--- src/rtl/sram_like_port_if.sv ---
`default_nettype none
// ============================================================================
// Module : sram_like_port_if
// Desc   : Pipeline-side, memory-side and downstream signals of sram_like_port.
// Rev    : 1.0 - initial release
// ============================================================================
interface sram_like_port_if #(
  parameter int ADDR_W = 32,
  parameter int DATA_W = 32,
  parameter int TAG_W  = 64
);
  // upstream request
  logic                  up_valid;
  logic                  up_allow_in;
  logic                  up_wr;
  logic [DATA_W/8-1:0]   up_wstrb;
  logic [ADDR_W-1:0]     up_addr;
  logic [DATA_W-1:0]     up_wdata;
  logic [TAG_W-1:0]      up_tag;
  logic                  flush;

  // memory port
  logic                  req;
  logic                  wr;
  logic [DATA_W/8-1:0]   wstrb;
  logic [ADDR_W-1:0]     addr;
  logic [DATA_W-1:0]     wdata;
  logic                  addr_ok;
  logic                  data_ok;
  logic [DATA_W-1:0]     rdata;

  // downstream response
  logic                  dn_valid;
  logic                  dn_allow_in;
  logic [DATA_W-1:0]     dn_rdata;
  logic                  dn_wr;
  logic [TAG_W-1:0]      dn_tag;
  logic                  busy;

  modport slave (
    input  up_valid, up_wr, up_wstrb, up_addr, up_wdata, up_tag, flush,
    input  addr_ok, data_ok, rdata, dn_allow_in,
    output up_allow_in, req, wr, wstrb, addr, wdata,
    output dn_valid, dn_rdata, dn_wr, dn_tag, busy
  );

  modport master (
    output up_valid, up_wr, up_wstrb, up_addr, up_wdata, up_tag, flush,
    output addr_ok, data_ok, rdata, dn_allow_in,
    input  up_allow_in, req, wr, wstrb, addr, wdata,
    input  dn_valid, dn_rdata, dn_wr, dn_tag, busy
  );
endinterface
`default_nettype wire

--- src/rtl/sram_like_port.sv ---
`default_nettype none
// ============================================================================
// Module : sram_like_port
// Desc   : valid/allow_in stage to split-transaction (addr_ok/data_ok) SRAM bridge.
// Rev    : 1.0 - initial release
// ============================================================================
module sram_like_port #(
  parameter int ADDR_W      = 32,
  parameter int DATA_W      = 32,
  parameter int TAG_W       = 64,
  parameter int OUTSTANDING = 2
) (
  input  logic            clk,
  input  logic            resetn,
  sram_like_port_if.slave bus
);

  localparam int CNT_W  = $clog2(OUTSTANDING + 1);
  localparam int PTR_W  = (OUTSTANDING > 1) ? $clog2(OUTSTANDING) : 1;
  localparam int TENT_W = TAG_W + 1;
  localparam int RENT_W = DATA_W + TAG_W + 1;
  localparam logic [PTR_W-1:0] LAST_PTR = PTR_W'(OUTSTANDING - 1);
  localparam logic [CNT_W:0]   DEPTH    = (CNT_W + 1)'(OUTSTANDING);

  if (ADDR_W < 1 || DATA_W < 8 || (DATA_W % 8) != 0 || TAG_W < 1 ||
      OUTSTANDING < 1 || OUTSTANDING > 8) begin : g_param_err
    $error("sram_like_port: illegal parameter combination");
  end

  function automatic logic [PTR_W-1:0] ptr_inc(input logic [PTR_W-1:0] p);
    return (p == LAST_PTR) ? '0 : p + PTR_W'(1);
  endfunction

  logic [CNT_W-1:0]  inflight_q, inflight_d;
  logic [CNT_W-1:0]  cancel_q,   cancel_d;
  logic [CNT_W-1:0]  buf_cnt_q,  buf_cnt_d;
  logic [PTR_W-1:0]  tag_wp_q,   tag_wp_d;
  logic [PTR_W-1:0]  tag_rp_q,   tag_rp_d;
  logic [PTR_W-1:0]  rsp_wp_q,   rsp_wp_d;
  logic [PTR_W-1:0]  rsp_rp_q,   rsp_rp_d;

  logic [TENT_W-1:0] tag_mem_q [OUTSTANDING];
  logic [RENT_W-1:0] rsp_mem_q [OUTSTANDING];

  logic              credit;
  logic              accept;
  logic              rsp_valid;
  logic              rsp_keep;
  logic              dn_pop;
  logic [TENT_W-1:0] tag_head;
  logic [RENT_W-1:0] rsp_head;

  // Credit looks only at registered counts, so a pop frees a slot one cycle later.
  assign credit = ({1'b0, inflight_q} + {1'b0, buf_cnt_q}) < DEPTH;

  assign bus.req         = resetn & bus.up_valid & credit & ~bus.flush;
  assign bus.up_allow_in = bus.req & bus.addr_ok;
  assign bus.wr          = bus.up_wr;
  assign bus.wstrb       = bus.up_wstrb;
  assign bus.addr        = bus.up_addr;
  assign bus.wdata       = bus.up_wdata;

  assign accept    = bus.up_allow_in;
  // A data_ok with nothing in flight is a protocol violation and is ignored.
  assign rsp_valid = bus.data_ok & (inflight_q != '0);
  assign rsp_keep  = rsp_valid & ~bus.flush & (cancel_q == '0);
  assign dn_pop    = bus.dn_valid & bus.dn_allow_in & ~bus.flush;

  assign tag_head = tag_mem_q[tag_rp_q];
  assign rsp_head = rsp_mem_q[rsp_rp_q];

  assign bus.dn_valid = (buf_cnt_q != '0);
  assign bus.dn_rdata = bus.dn_valid ? rsp_head[RENT_W-1 -: DATA_W] : '0;
  assign bus.dn_tag   = bus.dn_valid ? rsp_head[TAG_W:1] : '0;
  assign bus.dn_wr    = bus.dn_valid & rsp_head[0];
  assign bus.busy     = (inflight_q != '0) | (cancel_q != '0) | (buf_cnt_q != '0);

  always_comb begin
    inflight_d = inflight_q;
    cancel_d   = cancel_q;
    buf_cnt_d  = buf_cnt_q;
    tag_wp_d   = tag_wp_q;
    tag_rp_d   = tag_rp_q;
    rsp_wp_d   = rsp_wp_q;
    rsp_rp_d   = rsp_rp_q;

    if (accept && !rsp_valid) begin
      inflight_d = inflight_q + CNT_W'(1);
    end else if (!accept && rsp_valid) begin
      inflight_d = inflight_q - CNT_W'(1);
    end

    if (accept) begin
      tag_wp_d = ptr_inc(tag_wp_q);
    end
    if (rsp_valid) begin
      tag_rp_d = ptr_inc(tag_rp_q);
    end

    // Flush recomputes the cancel count from what is still outstanding.
    if (bus.flush) begin
      cancel_d = rsp_valid ? (inflight_q - CNT_W'(1)) : inflight_q;
    end else if (rsp_valid && (cancel_q != '0)) begin
      cancel_d = cancel_q - CNT_W'(1);
    end

    if (bus.flush) begin
      buf_cnt_d = '0;
      rsp_wp_d  = '0;
      rsp_rp_d  = '0;
    end else begin
      if (rsp_keep) begin
        rsp_wp_d = ptr_inc(rsp_wp_q);
      end
      if (dn_pop) begin
        rsp_rp_d = ptr_inc(rsp_rp_q);
      end
      if (rsp_keep && !dn_pop) begin
        buf_cnt_d = buf_cnt_q + CNT_W'(1);
      end else if (!rsp_keep && dn_pop) begin
        buf_cnt_d = buf_cnt_q - CNT_W'(1);
      end
    end
  end

  always_ff @(posedge clk or negedge resetn) begin
    if (!resetn) begin
      inflight_q <= '0;
      cancel_q   <= '0;
      buf_cnt_q  <= '0;
      tag_wp_q   <= '0;
      tag_rp_q   <= '0;
      rsp_wp_q   <= '0;
      rsp_rp_q   <= '0;
    end else begin
      inflight_q <= inflight_d;
      cancel_q   <= cancel_d;
      buf_cnt_q  <= buf_cnt_d;
      tag_wp_q   <= tag_wp_d;
      tag_rp_q   <= tag_rp_d;
      rsp_wp_q   <= rsp_wp_d;
      rsp_rp_q   <= rsp_rp_d;
    end
  end

  // Storage needs no reset: every read of it is qualified by a nonzero count.
  always_ff @(posedge clk) begin
    if (accept) begin
      tag_mem_q[tag_wp_q] <= {bus.up_tag, bus.up_wr};
    end
    if (rsp_keep) begin
      rsp_mem_q[rsp_wp_q] <= {bus.rdata, tag_head};
    end
  end

endmodule
`default_nettype wire

--- src/flat_wrapper.sv ---
// flat-port wrapper written by rule: the top's interface ports become plain ports
module sram_like_port_flat 
#(
  parameter int ADDR_W      = 32,
  parameter int DATA_W      = 32,
  parameter int TAG_W       = 64,
  parameter int OUTSTANDING = 2
)
  (clk, resetn, bus_up_valid, bus_up_wr, bus_up_wstrb, bus_up_addr, bus_up_wdata, bus_up_tag, bus_flush, bus_addr_ok, bus_data_ok, bus_rdata, bus_dn_allow_in, bus_up_allow_in, bus_req, bus_wr, bus_wstrb, bus_addr, bus_wdata, bus_dn_valid, bus_dn_rdata, bus_dn_wr, bus_dn_tag, bus_busy);
  sram_like_port_if #(.ADDR_W(ADDR_W), .DATA_W(DATA_W), .TAG_W(TAG_W)) bus_i ();
  input  logic clk;
  input  logic resetn;
  input wire logic [$bits(bus_i.up_valid)-1:0] bus_up_valid;
  input wire logic [$bits(bus_i.up_wr)-1:0] bus_up_wr;
  input wire logic [$bits(bus_i.up_wstrb)-1:0] bus_up_wstrb;
  input wire logic [$bits(bus_i.up_addr)-1:0] bus_up_addr;
  input wire logic [$bits(bus_i.up_wdata)-1:0] bus_up_wdata;
  input wire logic [$bits(bus_i.up_tag)-1:0] bus_up_tag;
  input wire logic [$bits(bus_i.flush)-1:0] bus_flush;
  input wire logic [$bits(bus_i.addr_ok)-1:0] bus_addr_ok;
  input wire logic [$bits(bus_i.data_ok)-1:0] bus_data_ok;
  input wire logic [$bits(bus_i.rdata)-1:0] bus_rdata;
  input wire logic [$bits(bus_i.dn_allow_in)-1:0] bus_dn_allow_in;
  output wire logic [$bits(bus_i.up_allow_in)-1:0] bus_up_allow_in;
  output wire logic [$bits(bus_i.req)-1:0] bus_req;
  output wire logic [$bits(bus_i.wr)-1:0] bus_wr;
  output wire logic [$bits(bus_i.wstrb)-1:0] bus_wstrb;
  output wire logic [$bits(bus_i.addr)-1:0] bus_addr;
  output wire logic [$bits(bus_i.wdata)-1:0] bus_wdata;
  output wire logic [$bits(bus_i.dn_valid)-1:0] bus_dn_valid;
  output wire logic [$bits(bus_i.dn_rdata)-1:0] bus_dn_rdata;
  output wire logic [$bits(bus_i.dn_wr)-1:0] bus_dn_wr;
  output wire logic [$bits(bus_i.dn_tag)-1:0] bus_dn_tag;
  output wire logic [$bits(bus_i.busy)-1:0] bus_busy;
  assign bus_i.up_valid = bus_up_valid;
  assign bus_i.up_wr = bus_up_wr;
  assign bus_i.up_wstrb = bus_up_wstrb;
  assign bus_i.up_addr = bus_up_addr;
  assign bus_i.up_wdata = bus_up_wdata;
  assign bus_i.up_tag = bus_up_tag;
  assign bus_i.flush = bus_flush;
  assign bus_i.addr_ok = bus_addr_ok;
  assign bus_i.data_ok = bus_data_ok;
  assign bus_i.rdata = bus_rdata;
  assign bus_i.dn_allow_in = bus_dn_allow_in;
  assign bus_up_allow_in = bus_i.up_allow_in;
  assign bus_req = bus_i.req;
  assign bus_wr = bus_i.wr;
  assign bus_wstrb = bus_i.wstrb;
  assign bus_addr = bus_i.addr;
  assign bus_wdata = bus_i.wdata;
  assign bus_dn_valid = bus_i.dn_valid;
  assign bus_dn_rdata = bus_i.dn_rdata;
  assign bus_dn_wr = bus_i.dn_wr;
  assign bus_dn_tag = bus_i.dn_tag;
  assign bus_busy = bus_i.busy;
  sram_like_port #(.ADDR_W(ADDR_W), .DATA_W(DATA_W), .TAG_W(TAG_W), .OUTSTANDING(OUTSTANDING)) u_core (.clk(clk), .resetn(resetn), .bus(bus_i));
endmodule
--- config.mk ---
export PLATFORM = sky130hd
export DESIGN_NAME = sram_like_port_flat
export DESIGN_NICKNAME = d
export VERILOG_FILES = /design/src/rtl/sram_like_port_if.sv /design/src/rtl/sram_like_port.sv /design/src/flat_wrapper.sv
export SDC_FILE = /design/constraint.sdc
export NUM_CORES = 1
export LEC_CHECK = 0
export BUFFER_PORTS_ARGS = -buffer_cell sky130_fd_sc_hd__buf_2
export CAP_MARGIN = 20
export CORE_MARGIN = 2
export CORE_UTILIZATION = 53
export DETAILED_ROUTE_END_ITERATION = 12
export PLACE_DENSITY = 0.87
export SKIP_CTS_REPAIR_TIMING = 1
export SLEW_MARGIN = 20
export SYNTH_ARGS = -nofsm -noshare
export SYNTH_HDL_FRONTEND = slang
export SYNTH_SLANG_ARGS = --single-unit
--- constraint.sdc ---
create_clock -name clk -period 6.6 [get_ports clk]
set_input_delay 1.32 -clock clk [delete_from_list [all_inputs] [get_ports clk]]
set_output_delay 1.32 -clock clk [all_outputs]
set_load 0.005 [all_outputs]
## Word-level counts from Yosys, hierarchy flattened

Memory sizes are Yosys's and may differ from the RTL's.
Index checks and enable logic that the tools add are counted.

| operators by class | value |
|---|---|
| reductions and logical operators | 18 |
| $mul | 0 |
| div/mod/pow operators | 0 |
| shifts and indexed selects | 0 |
| mux-type cells | 22 |
| bitwise operators | 13 |
| add/subtract/negate cells | 10 |
| order comparisons | 1 |
| equal/unequal tests | 0 |

Operator list:

| operator | count |
|---|---|
| 64-bit 2-to-1 mux | 1 |
| 32-bit 2-to-1 mux | 1 |
| 2-bit 2-to-1 mux | 8 |
| 2-bit nonzero test | 7 |
| 1-bit 2-to-1 mux | 12 |
| 1-bit AND | 10 |
| 2-bit by 1-bit subtractor with 2-bit output, second input constant | 3 |
| 1-bit logical AND | 5 |
| 1-bit adder, second input constant | 4 |
| 2-bit by 1-bit adder with 2-bit output, second input constant | 2 |
| 1-bit zero test | 4 |
| 2-bit by 2-bit adder with 3-bit output | 1 |
| 3-bit by 2-bit < comparator with 1-bit output, second input constant | 1 |
| 3-bit nonzero test | 1 |
| 2-bit zero test | 1 |
| 1-bit bitwise OR | 2 |
| 1-bit NOT | 1 |

| word-level totals | value |
|---|---|
| memory bits (read-only) | 0 |
| latch bits | 0 |
| flip-flop bits (word level) | 10 |
| output and inout bits | 170 |
| memories kept | 2 |
| bits in writable memories | 324 |

Memories:

| memory | depth | width | read ports | clocked after Yosys merged registers in | wr ports | line | text |
|---|---|---|---|---|---|---|---|
| u_core.rsp_mem_q | 2 | 97 | 1 | 0 | 1 | sram_like_port.sv:43 | `logic [RENT_W-1:0] rsp_mem_q [OUTSTANDING];` |
| u_core.tag_mem_q | 2 | 65 | 1 | 0 | 1 | sram_like_port.sv:42 | `logic [TENT_W-1:0] tag_mem_q [OUTSTANDING];` |

## Longest topological paths before layout

| depth | value |
|---|---|
| depth after elaboration | 9 |
| gate-level depth with buffers | 8 |

## Worst setup path after synthesis

OpenSTA, ideal clock, no wires.

| path | value |
|---|---|
| path kind | in2reg |
| start point | input port bus_data_ok |
| end point | memory u_core.rsp_mem_q[0][0] in the netlist's numbering (enable) |
| arrival | 5.680 ns |
| cell stages on the path | 3 |
| data required time | 6.047 ns |
| setup slack | 0.367 ns |
| cells stage by stage | nand3b_1 > nand2b_1 > nor2_1 |

| on the way | value |
|---|---|
| word-level cells in the longest chain between the ends | 5 |

Ends and longest elaborated chain:

| element | line | text |
|---|---|---|
| start: declaration | flat_wrapper.sv:21 | `input wire logic [$bits(bus_i.data_ok)-1:0] bus_data_ok;` |
| 1-bit AND | sram_like_port.sv:65 | `assign rsp_valid = bus.data_ok & (inflight_q != '0);` |
| 1-bit AND (2 in a row) | sram_like_port.sv:66 | `assign rsp_keep = rsp_valid & ~bus.flush & (cancel_q == '0);` |
| 1-bit 2-to-1 mux | sram_like_port.sv:151 | `if (rsp_keep) begin` |
| 1-bit 2-to-1 mux (not written as such) | sram_like_port.sv:152 | `rsp_mem_q[rsp_wp_q] <= {bus.rdata, tag_head};` |
| end: declaration | sram_like_port.sv:43 |  |

Every way passes these cells.

## Worst setup path after layout

| path | value |
|---|---|
| start point | register u_core.buf_cnt_q[1] |
| end point | output port bus_dn_tag[15] |

| on the way | value |
|---|---|
| word-level cells in the longest chain between the ends | 2 |

Ends and longest elaborated chain:

| element | line | text |
|---|---|---|
| start: declaration | sram_like_port.sv:36 | `logic [CNT_W-1:0] buf_cnt_q, buf_cnt_d;` |
| start signal: assignment | sram_like_port.sv:138 | `buf_cnt_q <= buf_cnt_d;` |
| 2-bit nonzero test | sram_like_port.sv:72 | `assign bus.dn_valid = (buf_cnt_q != '0);` |
| 64-bit 2-to-1 mux | sram_like_port.sv:74 | `assign bus.dn_tag = bus.dn_valid ? rsp_head[TAG_W:1] : '0;` |
| end: declaration | flat_wrapper.sv:33 | `output wire logic [$bits(bus_i.dn_tag)-1:0] bus_dn_tag;` |

Every way passes these cells.

==> impl_metrics.env <==
export IMPL_status="completed"
export IMPL_cts_buffers=35
export IMPL_setup_violations=0
export IMPL_grt_max_degree=67
export IMPL_required_ns=5.28
export IMPL_crit_chain="nor2_4 > buf_4 > nor2_1 > buf_2"
export IMPL_die_w_microns=162
export IMPL_grtUsageTotal=0.176
export IMPL_hold_viol=0
export IMPL_fin_nets=1072
export IMPL_arrival_ns=2.73
export IMPL_utilization=0.619
export IMPL_routedWlPerCell_microns=19.2
export IMPL_yosysSeqAreaShare=0.758
export IMPL_max_stage_delay_ns=0.73
export IMPL_ys_ff_latch=334
export IMPL_grt_pass1_wl_microns=35000
export IMPL_cp_slowest_cell="nor2_4"
export IMPL_worstPathMaxFanout=60
export IMPL_area_growth_pct=14.6
export IMPL_place_gp_congestion=0.745
export IMPL_max_cap_violations=0
export IMPL_cts_tree="done"
export IMPL_totalWireLength_microns=23900
export IMPL_hold_path_class="register to register"
export IMPL_port_buffers=205
export IMPL_maxSlewViolCount=0
export IMPL_antenna_found_initial=5
export IMPL_leakagePower_nw=5.39
export IMPL_critPathKind="register to output port"
export IMPL_first_pass_iters=5
export IMPL_route_detailed_drc=0
export IMPL_dpl_hpwl_microns=14900
export IMPL_row_count=57
export IMPL_start_util=0.540
export IMPL_synth_fp_nets=920
export IMPL_max_freq_mhz=247
export IMPL_p_per_area_mw_per_mm2=344
export IMPL_grt_overflow=0
export IMPL_drt_iter0_drc=378
export IMPL_yosys_warnings=0
export IMPL_yosysUniqueCellTypes=30
export IMPL_syn_inst=744
export IMPL_die_height_microns=162
export IMPL_syn_area_sq_mm=0.0132
export IMPL_clockBufferDepth=3
export IMPL_finalCritPeriodShare=0.614
export IMPL_slew_headroom=0.331
export IMPL_worst_pin_slew_ns=1.00
export IMPL_grt_pass1_vias=6487
export IMPL_root_buffer="clkbuf_16"
export IMPL_avgSynthCellArea_sq_um=17.7
export IMPL_crit_path_end_kind="output port"
export IMPL_insertion_delay_ns=0.51
export IMPL_skew_ns=0.0223
export IMPL_drive_above_1_share=0.368
export IMPL_period_needed_ns=4.05
export IMPL_grt_setup_unrepaired="no"
export IMPL_path_clk_slew_ns=0.06
export IMPL_vias=6435
export IMPL_ant_nets=0
export IMPL_core_area_sq_mm=0.0244
export IMPL_tns_ns=0
export IMPL_clock_sinks=334
export IMPL_vdd_drop_max_v=0.000310
export IMPL_die_area_sq_mm=0.0261
export IMPL_htreeDepth=2
export IMPL_startpoint_type="register"
export IMPL_ios=342
export IMPL_routed_via_density=5.16
[flip-flops by register name, summed over array words and instances, names as in the netlist]
signal,count
u_core.buf_cnt_q,2
u_core.tag_mem_q,130
u_core.tag_wp_q,1
u_core.rsp_wp_q,1
u_core.tag_rp_q,1
u_core.cancel_q,2
u_core.rsp_mem_q,194
u_core.inflight_q,2
u_core.rsp_rp_q,1
[per-layer routing]
| layer | wire (microns) | track usage | part of all wire | up-vias |
|---|---|---|---|---|
| met5 | 26 | 0.00758 | 0.0011 | - |
| li1 | - | - | - | 2996 |
| met2 | 12000 | 0.300 | 0.50 | 267 |
| met4 | 663 | 0.0712 | 0.028 | 4 |
| met3 | 1960 | 0.0575 | 0.082 | 61 |
| met1 | 9270 | 0.206 | 0.39 | 3107 |
[critical path, delay by kind of cell, from the launching register on]
family / cells / cell delay, ns
flops: 1 / 0.47
buf+inv: 2 / 0.82
simple gates: 2 / 0.87
[cell usage in the layout (no fill, tap or decap), types with 3 or more instances in the layout]
cell	count
mux2_2	66
clkinv_1	5
mux2i_1	101
diode_2	3
nand2_1	3
edfxtp_1	324
ha_1	3
dfrtp_1	8
clkinv_2	3
clkbuf_1	8
bufinv_16	3
buf_2	205
buf_4	8
nor2_4	4
inv_1	9
nor2_1	99
clkbuf_16	36
xnor2_1	6
clkinvlp_4	3
[worst paths after layout]
kind | from | end | slack, ns | cells after the start
worst max-delay path | u_core.buf_cnt_q[1] | bus_dn_tag[15] | 2.55 | 4
worst min-delay path | u_core.inflight_q[0] | u_core.inflight_q[0] | 0.51 | 1
worst max register to register | u_core.buf_cnt_q[0] | u_core.tag_mem_q[0][48] | 3.33 | 6
worst min register to register | u_core.inflight_q[0] | u_core.inflight_q[0] | 0.51 | 1
max in group asynchronous | resetn | u_core.tag_rp_q | 5.69 | 1
min in group asynchronous | resetn | u_core.rsp_rp_q | 0.68 | 1
[Yosys cell counts]
master	instances	area share
xor2_1	2	0.0013
mux2i_1	101	0.077
and2_1	3	0.0014
nor3b_2	1	0.00095
nand3_1	2	0.00076
xnor2_1	6	0.0040
nor2_1	102	0.029
inv_1	9	0.0026
fa_1	1	0.0015
buf_6	4	0.0034
and4bb_1	1	0.00095
nor2b_1	1	0.00048
edfxtp_1	324	0.74
and4bb_2	1	0.00095
ha_1	3	0.0029
nor2_4	1	0.00086
mux2_2	66	0.056
o211a_1	1	0.00076
mux2_4	2	0.0023
buf_2	4	0.0015
a21boi_0	1	0.00057
clkbuf_1	5	0.0014
nand3b_1	1	0.00057
nand2b_4	1	0.0010
o21ai_0	2	0.00076
buf_4	82	0.047
dfrtp_1	10	0.019
buf_1	3	0.00086
nand2b_1	1	0.00048
nand2_1	3	0.00086
[stage by stage]
step | hold slack, ns | instance area [sq um] | std cells | power, W | setup WS, ns
after floorplan | 0.460 | 13200 | 744 | 0.00321 | 0.367
after global placement | 0.485 | 14000 | 1183 | 0.00336 | 2.87
after detailed placement | 0.507 | 14000 | 1183 | 0.00339 | 2.78
after CTS | 0.515 | 15100 | 1243 | 0.00526 | 2.47
after global routing | 0.535 | 15100 | 1245 | 0.00540 | 2.33
final | 0.508 | 15100 | 1246 | 0.00520 | 2.55
[area by class of cell]
| class | instances | area [sq um] |
|---|---|---|
| timing repair buffer | 213 | 1090 |
| fill | 1764 | 9300 |
| tap | 324 | 405 |
| inverter | 9 | 33.8 |
| clock inverter | 16 | 171 |
| clock buffer | 44 | 931 |
| sequential | 334 | 9990 |
| antenna | 3 | 7.51 |
| multi-input combinational | 303 | 2470 |
[kinds of logic after synthesis]
family / count (synthesis) / share of synthesized area
muxes: 169 / 0.135
xor gates and xnor gates: 8 / 0.00532
AOI/OAI and AO/OA: 4 / 0.00209
adders and majority gates: 4 / 0.00437
buffers and inverters: 107 / 0.0565
DFF: 334 / 0.758
and+or+nand+nor: 118 / 0.0384
[power breakdown]
part | total, W | internal [W] | switching, W
clock | 0.00186 | 0.00112 | 0.000745
combinational | 0.000684 | 0.000351 | 0.000333
sequential | 0.00265 | 0.00252 | 0.000130
total | 0.00520 | 0.00399 | 0.00121
Note: power is estimated with default switching activity, not from simulation.
